==> src/rtl/pcs_pkg.sv <==
// pcs_pkg: XGMII characters, 64b/66b block types and the reference scrambler.
package pcs_pkg;
    localparam logic [7:0] XGMII_IDLE  = 8'h07;
    localparam logic [7:0] XGMII_START = 8'hFB;
    localparam logic [7:0] XGMII_TERM  = 8'hFD;
    localparam logic [7:0] XGMII_ERROR = 8'hFE;

    localparam logic [7:0] BT_IDLE = 8'h1E;
    localparam logic [7:0] BT_S0   = 8'h78;
    localparam logic [7:0] BT_S4   = 8'h33;
    // Terminate block types, byte k holds the type for T in lane k
    localparam logic [63:0] BT_TERM = 64'hFFE1D2CC_B4AA9987;

    localparam logic [1:0] HDR_DATA = 2'b01;
    localparam logic [1:0] HDR_CTRL = 2'b10;

    localparam logic [63:0] ERR_PAYLOAD = {{8{7'h1E}}, BT_IDLE};

    typedef struct packed {
        logic [1:0]  hdr;
        logic [63:0] data;
    } pcs_block_t;

    // Returns {next_state, scrambled}; bit 0 is scrambled first
    function automatic logic [121:0] scramble(input logic [57:0] state, input logic [63:0] din);
        logic [57:0] s;
        logic [63:0] dout;
        s = state;
        dout = '0;
        for (int i = 0; i < 64; i++) begin
            dout[i] = din[i] ^ s[38] ^ s[57];
            s = {s[56:0], dout[i]};
        end
        return {s, dout};
    endfunction
endpackage

==> src/rtl/pcs_scrambler.sv <==
// pcs_scrambler: x^58+x^39+1 self-synchronous scrambler over a 64-bit payload.
module pcs_scrambler
    import pcs_pkg::*;
(
    input  logic        i_clk,
    input  logic        i_reset_n,
    input  logic        i_en,
    input  logic        i_advance,
    input  logic [63:0] i_data,
    output logic [63:0] o_data
);
    logic [57:0]  state_q, state_d;
    logic [121:0] res;

    always_comb begin
        res = scramble(state_q, i_data);
        state_d = i_advance ? res[121:64] : state_q;
        o_data = i_en ? res[63:0] : i_data;
    end

    always_ff @(posedge i_clk or negedge i_reset_n) begin
        if (!i_reset_n) state_q <= '1;
        else state_q <= state_d;
    end
endmodule

==> src/rtl/pcs_tx_encoder.sv <==
// pcs_tx_encoder: pairs XGMII words into 8-lane blocks, 64b/66b encodes and scrambles them.
module pcs_tx_encoder
    import pcs_pkg::*;
#(
    parameter int XGMII_DATA_WIDTH = 32,
    parameter int XGMII_CTRL_WIDTH = 4,
    parameter int SCRAMBLE_EN      = 1
) (
    input  logic                        i_clk,
    input  logic                        i_reset_n,
    input  logic [XGMII_DATA_WIDTH-1:0] i_xgmii_txd,
    input  logic [XGMII_CTRL_WIDTH-1:0] i_xgmii_ctrl,
    input  logic                        i_xgmii_valid,
    output logic                        o_xgmii_pause,
    output logic [63:0]                 o_tx_data,
    output logic [1:0]                  o_tx_hdr,
    output logic                        o_tx_valid,
    input  logic                        i_tx_pause
);
    logic                        phase_q, phase_d;
    logic [XGMII_DATA_WIDTH-1:0] lo_txd_q, lo_txd_d;
    logic [XGMII_CTRL_WIDTH-1:0] lo_ctrl_q, lo_ctrl_d;
    logic [63:0]                 tx_data_q, tx_data_d;
    logic [1:0]                  tx_hdr_q, tx_hdr_d;
    logic                        tx_valid_q, tx_valid_d;
    logic                        pause_q, pause_d;
    logic                        go;
    logic [63:0]                 d, scr_data;
    logic [7:0]                  c, idle, lo_m, hi_m;
    pcs_block_t                  blk;

    always_comb begin
        go = i_xgmii_valid && phase_q;
        phase_d = i_xgmii_valid ? !phase_q : phase_q;
        lo_txd_d = (i_xgmii_valid && !phase_q) ? i_xgmii_txd : lo_txd_q;
        lo_ctrl_d = (i_xgmii_valid && !phase_q) ? i_xgmii_ctrl : lo_ctrl_q;
        d = {i_xgmii_txd, lo_txd_q};
        c = {i_xgmii_ctrl, lo_ctrl_q};
        for (int i = 0; i < 8; i++) idle[i] = c[i] && d[8*i +: 8] == XGMII_IDLE;
        lo_m = '0;
        hi_m = '0;
        blk.hdr = HDR_CTRL;
        blk.data = ERR_PAYLOAD;
        if (c == 8'h00) begin
            blk.hdr = HDR_DATA;
            blk.data = d;
        end else if (idle == 8'hFF) begin
            blk.data = {56'h0, BT_IDLE};
        end else if (c == 8'h01 && d[7:0] == XGMII_START) begin
            blk.data = {d[63:8], BT_S0};
        end else if (idle[3:0] == 4'hF && c[7:4] == 4'h1 && d[39:32] == XGMII_START) begin
            blk.data = {d[63:40], 32'h0, BT_S4};
        end else begin
            // At most one lane can satisfy the terminate pattern
            for (int k = 0; k < 8; k++) begin
                lo_m = 8'((1 << k) - 1);
                hi_m = ~8'((2 << k) - 1);
                if (c[k] && d[8*k +: 8] == XGMII_TERM && (c & lo_m) == 8'h00 && (idle & hi_m) == hi_m) begin
                    blk.data[7:0] = BT_TERM[8*k +: 8];
                    for (int j = 1; j < 8; j++) blk.data[8*j +: 8] = (j <= k) ? d[8*(j-1) +: 8] : 8'h00;
                end
            end
        end
        tx_valid_d = go;
        tx_data_d = go ? scr_data : tx_data_q;
        tx_hdr_d = go ? blk.hdr : tx_hdr_q;
        pause_d = i_tx_pause;
    end

    pcs_scrambler u_scr (
        .i_clk    (i_clk),
        .i_reset_n(i_reset_n),
        .i_en     (SCRAMBLE_EN != 0),
        .i_advance(go),
        .i_data   (blk.data),
        .o_data   (scr_data)
    );

    always_ff @(posedge i_clk or negedge i_reset_n) begin
        if (!i_reset_n) begin
            phase_q    <= 1'b0;
            lo_txd_q   <= '0;
            lo_ctrl_q  <= '0;
            tx_data_q  <= '0;
            tx_hdr_q   <= 2'b00;
            tx_valid_q <= 1'b0;
            pause_q    <= 1'b0;
        end else begin
            phase_q    <= phase_d;
            lo_txd_q   <= lo_txd_d;
            lo_ctrl_q  <= lo_ctrl_d;
            tx_data_q  <= tx_data_d;
            tx_hdr_q   <= tx_hdr_d;
            tx_valid_q <= tx_valid_d;
            pause_q    <= pause_d;
        end
    end

    assign o_tx_data     = tx_data_q;
    assign o_tx_hdr      = tx_hdr_q;
    assign o_tx_valid    = tx_valid_q;
    assign o_xgmii_pause = pause_q;
endmodule

==> config.mk <==
export PLATFORM = sky130hd
export DESIGN_NAME = pcs_tx_encoder
export DESIGN_NICKNAME = d
export VERILOG_FILES = /design/src/rtl/pcs_pkg.sv /design/src/rtl/pcs_scrambler.sv /design/src/rtl/pcs_tx_encoder.sv
export SDC_FILE = /design/constraint.sdc
export NUM_CORES = 1
export LEC_CHECK = 0
export BUFFER_PORTS_ARGS = -buffer_cell sky130_fd_sc_hd__buf_2
export CORE_AREA = 3 3 124 126
export CTS_CLUSTER_SIZE = 25
export DETAILED_ROUTE_END_ITERATION = 7
export DIE_AREA = 0 0 127 129
export GPL_ROUTABILITY_DRIVEN = 0
export GPL_TIMING_DRIVEN = 0
export PLACE_DENSITY = 0.83
export SYNTH_ARGS = -nofsm -noshare
export SYNTH_HDL_FRONTEND = slang
export SYNTH_SLANG_ARGS = --single-unit
==> constraint.sdc <==
create_clock -name i_clk -period 6.3 [get_ports i_clk]
set_clock_uncertainty 0.1 [all_clocks]
set_input_delay 0.315 -clock i_clk [delete_from_list [all_inputs] [get_ports i_clk]]
set_output_delay 0.315 -clock i_clk [all_outputs]
set_load 0.05 [all_outputs]
==> summary.md <==
| Metric | Value |
|---|---|
| IO Pins | 108 |
| Net switching power | 2.90 mW |
| RSZ-0062 raised after global routing | no |
| Seq cells post-synth | 163 |
| # rows | 44 |
| Vias per Instance | 6.43 |
| Total CTS buffers | 17 |
| Number of antenna diodes | 0 |
| Grt met3 use | 8.88% |
| Prevailing post-synth register cell | dfrtp_1 |
| CTS tree | done |
| Core area | 0.0144 mm² |
| Critical Path Fanout Max | 10 |
| Max Freq | 264 MHz |
| Antenna viol nets, final | 0 |
| Fin crit share | 60.1% |
| Post-synth ARST share | 100% |
| Arr. time, crit path | 3980 ps |
| CTS clock-pin slew for the worst setup and hold paths | 60 ps |
| HPWL after detailed placement | 20300 µm |
| Nature of the critical path endpoint | register |
| DIE HEIGHT | 129 µm |
| Min Tclk post-route | 3790 ps |
| Status | complete, no violations |
| Vias in the first global route | 7362 |
| Count of final setup violators | 0 |
| P_int | 3.48 mW |
| WHS | 64.3 ps |
| Largest net degree at the start of global routing | 103 |
| Post-synth EDFFs | 0 |
| Via Count | 7584 |
| Synth area leaders | dfrtp_1, dfstp_2, xnor2_1, mux2_2, nand2_1 |
| Most frequent cell after synthesis | nand2_1 |
| Initial antenna violation count | 0 |
| Clk network pwr share | 16.4% |
| Seq/Total Area, Yosys | 46.9% |
| Worst Hold Class | in2reg |
| Finished Layout Cells | 1180 |
| Postcts setup bufs | 0 |
| GRT Overall Usage | 34.0% |
| Relative slew slack | 20.7% |
| Post-layout instance area | 0.0103 mm² |
| Clock root buffer | clkbuf_16 |
| Top Usage Layer GRT | met2 |
| First-pass GRT wire length | 42000 µm |
| Critical path class | reg2reg |
| Crit-path slowest cell | o31ai_1 |
| CP dominant cell by count | nor2_1 |
| Die Area | 0.0164 mm² |
| Max IR drop VDD | 0.365 mV |
| Worst path max stage delay | 770 ps |
| CP Cell Sequence | clkbuf_1 > nor2_1 > nand4_1 > nor2_1 > o311ai_1 > nand3_1 > o31ai_1 > xnor2_1 > xor2_1 > o21ai_1 |
| Fin. max-slew vios | 0 |
| Synth-to-Final Area Change | 16.1% |
| Sequential group share of total power | 35.3% |
| Starting Density | 61.4% |
| Post-DP Area | 0.00966 mm² |
| H-tree Lvls | 4 |
| Setup TNS | 0 ps |
| Detailed Route WL | 27400 µm |
| Filler cell count | 1055 |
| Avg Cell Area, Syn | 10.4 µm² |
| Max cap viols | 0 |
| Number of port buffers | 107 |
| CP required | 6490 ps |
| Post-Synthesis Cell Area | 0.00886 mm² |
| Leak | 4.41 nW |
| Critical Path Source Type | register |
| Num Clock Sinks | 163 |
| Combinational share of power | 48.3% |
| Global-route met2 utilization | 50.2% |
| Layout cells sized above 1 | 28.0% |
| Nets | 1023 |
| Total nets after synthesis | 893 |
| Synth top area share | 29.7% |
| Clk Latency, worst-skew pair | 430 ps |
| GRT met1 Usage | 45.3% |
| Ys Warns | 0 |
| Hold Vio Cnt, Final | 0 |
| Die W | 127 µm |
| Worst-Margin Slew | 1180 ps |
| Total chip power | 6.38 mW |
| Residual DRC count | 0 |
| Routed wire per std cell | 23.2 µm |
| First-pass DRT Iterations | 7 |
| Total gr overflow | 0 |
| Yosys top cell by area | dfrtp_1 |
| Pwr/cell area | 621 mW/mm² |
| 1st-iter DRT viols | 1087 |
| Cells after synthesis | 853 |
| Max Buffers Root-to-Sink | 2 |
| Placed cells | 1145 |
| Synth cell types | 74 |
| Switching Fraction | 45.5% |
| Top post-synthesis cells by count | nand2_1, dfrtp_1, xnor2_1 |
## timing repair
item,in CTS,in global routing
gates resized for setup,0,0
hold buffers,3,0
endpoints found under the hold margin,54,0
## registers in the layout, summed over array words and instances (netlist names)
register       count
o_xgmii_pause      1
phase_q            1
o_tx_valid         1
u_scr.state_q     58
lo_ctrl_q          4
o_tx_hdr           2
o_tx_data         64
lo_txd_q          32
## worst max-delay path: cells and delay by family (launching register included)
family,cells,cell delay (ps)
buf+inv,1,370
compound gates,3,1470
xor+xnor,2,500
simple gates,4,790
flops,1,410
## path summary, 6_finish.rpt
check	from	endpoint	slack (ps)	depth (start not counted)
max	lo_ctrl_q[0]	o_tx_data[59]	2510	10
max in group asynchronous	i_reset_n	u_scr.state_q[33]	4930	3
min in group asynchronous	i_reset_n	lo_txd_q[13]	320	2
min	i_xgmii_txd[25]	lo_txd_q[25]	60	2
min reg2reg	o_tx_data[32]	o_tx_data[32]	370	1
max reg2reg	lo_ctrl_q[0]	o_tx_data[59]	2510	10
## cell families after synthesis
kind of cell / synth area share [%]
muxes: 5.25
buffers and inverters: 1.99
and+or+nand+nor: 15.2
DFF: 46.9
AOI/OAI and AO/OA: 17.4
xor gates and xnor gates: 13.3
## stage by stage
stage          util, %  setup WS [ps]
3_5_place_dp      67.0           2820
5_1_grt           71.3           2470
3_3_place_gp      66.7           2410
6_report          71.3           2510
4_1_cts           71.3           2750
2_1_floorplan        -           3430
## cells in the final DEF, fill, tap and decap left out, drive strengths merged, types with 41 or more instances in the layout
cell type	synthesis	routed
dfrtp	105	105
nor2	61	61
o21ai	48	48
xnor2	89	89
dfstp	58	58
o21a	54	54
buf	17	125
clkbuf	21	41
a21oi	44	44
nand2	109	109
## routing by layer
metal,vias to the layer above,wire length [µm]
li1,3296,-
met1,3622,10700
met2,509,11800
met3,157,2860
met4,0,2010
met5,-,0
## layout make-up
class | instances | area, µm² | share of cell area [%]
Buffer | 38 | 169 | 1.64
Sequential cell | 163 | 4150 | 40.4
Clock buffer | 20 | 447 | 4.34
Timing Repair Buffer | 111 | 603 | 5.86
Inverter | 2 | 7.51 | 0.0730
Tap cell | 184 | 230 | 2.24
Multi-Input combinational cell | 650 | 4530 | 44.1
Clock inverter | 12 | 145 | 1.41
## power groups by stage
stage                     clock network [mW]  logic [mW]  registers [mW]
after floorplan                            0        1.67            2.77
after global placement                     0        2.96            2.21
after detailed placement                   0        3.03            2.23
after CTS                               1.05        3.07            2.22
after global routing                    1.10        3.28            2.29
final                                   1.05        3.08            2.25
(Power assumes the default switching activity.)
